==> src/rtl/fcc_pkg.sv <==
// Shared constants and helpers for the channel request path.
package fcc_pkg;

   localparam int unsigned REQ_W   = 264;
   localparam int unsigned CID_MSB = 31;
   localparam int unsigned CID_LSB = 16;
   localparam int unsigned OPC_MSB = 15;
   localparam int unsigned OPC_LSB = 0;

   function automatic int unsigned clog2(input int unsigned v);
      int unsigned r;
      r = 0;
      for (int unsigned x = v - 1; x > 0; x = x >> 1) begin
         r = r + 1;
      end
      return r;
   endfunction

endpackage

==> src/rtl/fcc_rr_pick.sv <==
// Combinational round-robin picker: first set request at or after ptr, modulo N.
module fcc_rr_pick
   import fcc_pkg::*;
#(
   parameter int unsigned N  = 4,
   parameter int unsigned IW = clog2(N)
) (
   input  logic [N-1:0]  req,
   input  logic [IW-1:0] ptr,
   input  logic          en,
   output logic [N-1:0]  gnt,
   output logic [IW-1:0] gnt_idx,
   output logic          any
);

   logic        found;
   int unsigned pos;

   // Walk from the pointer; the first hit wins.
   always_comb begin
      found   = 1'b0;
      pos     = 0;
      gnt_idx = '0;
      for (int unsigned k = 0; k < N; k++) begin
         pos = 32'(ptr) + k;
         if (pos >= N) pos = pos - N;
         if (!found && req[pos]) begin
            found   = 1'b1;
            gnt_idx = IW'(pos);
         end
      end
   end

   assign any = |req;
   assign gnt = (en && found) ? (N'(1) << gnt_idx) : '0;

endmodule

==> src/rtl/fcc_req_arbiter.sv <==
// Round-robin arbiter feeding the channel-0 request FIFO through a one-deep output slot.
module fcc_req_arbiter
   import fcc_pkg::*;
#(
   parameter int unsigned NUM_REQ = 4,
   parameter int unsigned ID_BITS = 2,
   parameter int unsigned REQ_W   = fcc_pkg::REQ_W,
   parameter string       TAG_CID = "TRUE"
) (
   input  logic                     clk,
   input  logic                     rst_n,
   input  logic [NUM_REQ-1:0]       s_req_valid,
   output logic [NUM_REQ-1:0]       s_req_ready,
   input  logic [NUM_REQ*REQ_W-1:0] s_req_data,
   output logic                     m_req_valid,
   input  logic                     m_req_ready,
   output logic [REQ_W-1:0]         m_req_data,
   output logic [ID_BITS-1:0]       m_req_src,
   input  logic                     req_fifo_almost_full,
   output logic [31:0]              o_issued_cnt
);

   localparam bit TAG_EN = (TAG_CID == "TRUE");

   logic               m_req_valid_q, m_req_valid_d;
   logic [REQ_W-1:0]   m_req_data_q,  m_req_data_d;
   logic [ID_BITS-1:0] m_req_src_q,   m_req_src_d;
   logic [ID_BITS-1:0] rr_ptr_q,      rr_ptr_d;
   logic [31:0]        issued_cnt_q,  issued_cnt_d;

   logic               can_accept_c;
   logic               any_c;
   logic               accept_c;
   logic               handshake_c;
   logic [ID_BITS-1:0] gnt_idx_c;
   logic [REQ_W-1:0]   entry_c;

   assign handshake_c  = m_req_valid_q && m_req_ready;
   // Grants are suppressed while reset is held so no requester sees ready.
   assign can_accept_c = rst_n && (!m_req_valid_q || m_req_ready) && !req_fifo_almost_full;
   assign accept_c     = can_accept_c && any_c;

   fcc_rr_pick #(
      .N  (NUM_REQ),
      .IW (ID_BITS)
   ) u_pick (
      .req     (s_req_valid),
      .ptr     (rr_ptr_q),
      .en      (can_accept_c),
      .gnt     (s_req_ready),
      .gnt_idx (gnt_idx_c),
      .any     (any_c)
   );

   // Winning entry, with the CID top bits replaced by the source index for return routing.
   always_comb begin
      entry_c = s_req_data[REQ_W*32'(gnt_idx_c) +: REQ_W];
      if (TAG_EN) entry_c[CID_MSB -: ID_BITS] = gnt_idx_c;
   end

   always_comb begin
      m_req_valid_d = m_req_valid_q;
      m_req_data_d  = m_req_data_q;
      m_req_src_d   = m_req_src_q;
      rr_ptr_d      = rr_ptr_q;
      issued_cnt_d  = issued_cnt_q;
      if (handshake_c) begin
         m_req_valid_d = 1'b0;
         issued_cnt_d  = issued_cnt_q + 32'd1;
      end
      if (accept_c) begin
         m_req_valid_d = 1'b1;
         m_req_data_d  = entry_c;
         m_req_src_d   = gnt_idx_c;
         rr_ptr_d      = (gnt_idx_c == ID_BITS'(NUM_REQ - 1)) ? '0 : gnt_idx_c + ID_BITS'(1);
      end
   end

   always_ff @(posedge clk or negedge rst_n) begin
      if (!rst_n) begin
         m_req_valid_q <= 1'b0;
         m_req_data_q  <= '0;
         m_req_src_q   <= '0;
         rr_ptr_q      <= '0;
         issued_cnt_q  <= '0;
      end else begin
         m_req_valid_q <= m_req_valid_d;
         m_req_data_q  <= m_req_data_d;
         m_req_src_q   <= m_req_src_d;
         rr_ptr_q      <= rr_ptr_d;
         issued_cnt_q  <= issued_cnt_d;
      end
   end

   assign m_req_valid  = m_req_valid_q;
   assign m_req_data   = m_req_data_q;
   assign m_req_src    = m_req_src_q;
   assign o_issued_cnt = issued_cnt_q;

endmodule

==> config.mk <==
export PLATFORM = sky130hd
export DESIGN_NAME = fcc_req_arbiter
export DESIGN_NICKNAME = d
export VERILOG_FILES = /design/src/rtl/fcc_pkg.sv /design/src/rtl/fcc_rr_pick.sv /design/src/rtl/fcc_req_arbiter.sv
export SDC_FILE = /design/constraint.sdc
export NUM_CORES = 1
export LEC_CHECK = 0
export CAP_MARGIN = 5
export CORE_AREA = 2 2 535 537
export CTS_BUF_LIST = sky130_fd_sc_hd__clkbuf_16
export CTS_CLUSTER_SIZE = 8
export DETAILED_ROUTE_END_ITERATION = 7
export DIE_AREA = 0 0 537 539
export GPL_TIMING_DRIVEN = 0
export RECOVER_POWER = 25
export SLEW_MARGIN = 20
export SYNTH_ARGS = -nofsm -noshare
export SYNTH_HDL_FRONTEND = slang
export SYNTH_SLANG_ARGS = --single-unit
==> constraint.sdc <==
create_clock -name clk -period 2.7 [get_ports clk]
set_input_delay 0.405 -clock clk [delete_from_list [all_inputs] [get_ports clk]]
set_output_delay 0.405 -clock clk [all_outputs]
set_load 0.01 [all_outputs]
==> flow_summary_export.csv <==
group,metric,value,unit
routing,drtAntennaViolNets,0,
grt,grt.busiest_layer,"met2",
logic_synthesis,synthTopCellsByArea,"dfrtp_1, mux2_4, a221o_1, a22o_1, mux2i_1",
placed_design,io_buffers,1358,
setup_path,arrival,2450,ps
routing,dr.pass1.iters,5,
die,core_region_area,284000,sq um
placed_design,dp_slack,-2138,ps
routing,drt_iter0_markers,2320,
logic_synthesis,synthArstFlopShare,100.0,%
die,dieArea,289400,sq um
clock_tree,clock_latency,720,ps
logic_synthesis,ys_ff_latch,299,
placed_design,placed_cells,6536,
status,violations,"capacitance limit, slew limit, setup timing",
power,switchingPower,12690,uW
grt,use_met1,21.82,%
grt,track_usage,18.40,%
routing,via_per_inst,3.428,
timing,maxSlewHeadroom,-47.09,%
timing,rsz0062_at_grt,"true",
setup_path,critPathKind,"in -> out",
cells_and_area,multi_input_area,9697,sq um
grt,grt_pass1_wl,325.4,mm
cells_and_area,layout-drive-gt1-share,16.59,%
power,pwr-share-comb,52.3,%
status,status,"finished with violations",
die,rows,196,
timing,min_period_over_period,105.9,%
routing,vias,23290,
timing,slew_viol_final,99,
flow_run,drv_cap,2,
placed_design,gp_congestion,1.002,
cells_and_area,fin_cells,6794,
setup_path,start_kind,"primary input",
logic_synthesis,synthesis.instances,1408,
logic_synthesis,ys_seq_area_share,42.00,%
logic_synthesis,synth_edf_count,0,
clock_tree,tritoncts,"done",
cells_and_area,area_growth_syn_to_layout,118.4,%
timing,hold_viol,0,
logic_synthesis,ys_warn_count,0,
power,netSwitchingFraction,41.81,%
power,ir_worst_vdd,517.7,uV
die,initial_core_util,6.274,%
cells_and_area,fin_nets,3924,
logic_synthesis,syn_nets,2475,
timing,max_freq,349.7,MHz
timing,worst_pin_slew,2206,ps
placed_design,hpwl,247.0,mm
timing,fin_crit,2859,ps
routing,post_drt_wl_per_cell,40.98,um
die,die_w,537,um
logic_synthesis,syn-cell-area,17820,sq um
power,power,30340,uW
clock_tree,cts.sink_count,299,
power,power.density,779.8,nW/um^2
routing,drt_drc_violations_left,0,
grt,grt_pass1_vias,22560,
clock_tree,clk_pin_slew_worst_paths,60,ps
logic_synthesis,synth.largest_area_cell,"dfrtp_1",
grt,grt_overflow,0,
grt,gr-usage-met2,26.26,%
grt,grt_use_met3,11.73,%
logic_synthesis,synth_top_area_share,42.00,%
clock_tree,htree_levels,2,
logic_synthesis,synthDistinctLibCells,41,
clock_tree,clk_path_buf_depth,3,
clock_tree,root_buffer,"clkbuf_16",
logic_synthesis,avgSynthCellArea,12.65,sq um
cells_and_area,final_core_util,13.70,%
power,p_leak,0.01466,uW
logic_synthesis,synth_most_common_cell,"dfrtp_1",
power,internal_power,17660,uW
clock_tree,numCtsBuffers,49,
cells_and_area,register_area,7485,sq um
logic_synthesis,synth-main-ff-cell,"dfrtp_1",
setup_path,critPathMaxFanout,19,
setup_path,end_kind,"output port",
routing,wl,278.4,mm
setup_path,worstPathRequired,2300,ps
power,clockPowerShare,21.3,%
grt,antenna_found_initial,310,
die,num_io_pins,1367,
min_path,hold_class,"in -> async",
timing,fin_skew,51.78,ps
logic_synthesis,synth_top_cells_by_count,"dfrtp_1, a221o_1, a22o_1, mux2_4, clkbuf_1",
cells_and_area,nFillCells,31980,
grt,grt_max_degree,80,
die,die_h,539,um
power,pwr-share-seq,26.4,%
timing,setup_viol,6,
timing,setup_ws,-159.2,ps
-- power by group through the flow --
| stage | registers, uW | clock network (uW) | logic (uW) |
|---|---|---|---|
| global route | 8130 | 6750 | 16300 |
| CTS | 7950 | 6640 | 15800 |
| global placement | 8000 | 0 | 15300 |
| finish | 8020 | 6460 | 15900 |
| floorplan | 7740 | 0 | 5260 |
| detailed placement | 7970 | 0 | 15300 |
-- cell usage in the layout, fill, tap and decap left out, types with 26 or more instances in the layout --
master	Yosys	layout
buf_4	15	50
mux2_4	200	200
mux2i_1	37	27
buf_6	28	31
nor2_1	49	46
a221oi_1	37	28
clkbuf_16	0	51
o22ai_1	37	37
a221o_1	225	225
dfrtp_1	299	297
diode_2	0	151
clkbuf_1	60	31
buf_2	46	26
a22o_1	225	225
clkdlybuf4s50_1	0	1353
-- worst max-delay path: stages --
cell	delay (ps)
clkbuf_1	90
clkbuf_1	230
buf_16	150
buf_12	150
buf_16	190
nand3b_4	150
a21o_1	180
buf_4	190
nor2_4	160
clkbuf_8	200
clkdlybuf4s15_2	280
-- final timing paths --
path	start	to	slack, ps	cells past startpoint
min	rst_n	m_req_data[61]	260	5
max	rst_n	s_req_ready[0]	-160	11
min reg2reg	o_issued_cnt[31]	o_issued_cnt[31]	480	1
max reg2reg	rr_ptr_q[1]	m_req_data[227]	-10	9
min in group clk	s_req_data[179]	m_req_data[179]	300	2
max in group asynchronous	rst_n	m_req_data[218]	10	5
-- kinds of logic (layout without fill, tap and decap cells) --
kind of cell / after synthesis / in the layout / synth area share (%)
other: 0 / 151 / 0
adders and majority gates: 3 / 3 / 0.2107
and+or+nand+nor: 118 / 118 / 3.132
xor gates and xnor gates: 31 / 31 / 1.524
AOI/OAI and AO/OA: 540 / 540 / 27.49
DFF: 299 / 299 / 42.00
buffers and inverters: 154 / 1627 / 5.064
muxes: 263 / 263 / 20.58
-- metrics by stage --
step	instance area, sq um	hold slack [ps]	setup TNS (ps)
after global placement	36120	466.3	-8827060
after CTS	38470	2.303	-3212
after floorplan	17820	109.4	0
after global routing	38650	215.4	-11290
final	38910	263.8	-524.3
after detailed placement	36280	273.9	-403740
-- metal layers --
metal / wire, um / up-vias
li1: - / 8906
met1: 111200 / 11540
met2: 112700 / 2036
met3: 41630 / 615
met4: 11590 / 200
met5: 1361 / -
-- state kept, by name, indices dropped and copies added (netlist names) --
register	flops
m_req_valid	1
m_req_data	264
o_issued_cnt	32
rr_ptr_q	2
-- final cells by class --
class | count | share of cell area [%]
diodes | 151 | 0.9712
repair buffers | 1401 | 36.04
flip-flops and latches | 299 | 19.24
plain buffers | 147 | 2.936
multi-input cells | 955 | 24.92
inverters | 4 | 0.03859
clock inverters | 26 | 0.6110
clock buffers | 49 | 3.151
well taps | 3762 | 12.10
-- repair_timing --
item                                   in CTS  in global routing
endpoints found under the hold margin     150                  0
gates resized for setup                   129                 53
setup buffers                              18                  6
pin swaps                                   5                  4
setup endpoints to repair                 269                183
hold buffers                                7                  0
gates cloned                                4                  0
Note: power is estimated with default switching activity, not from simulation.
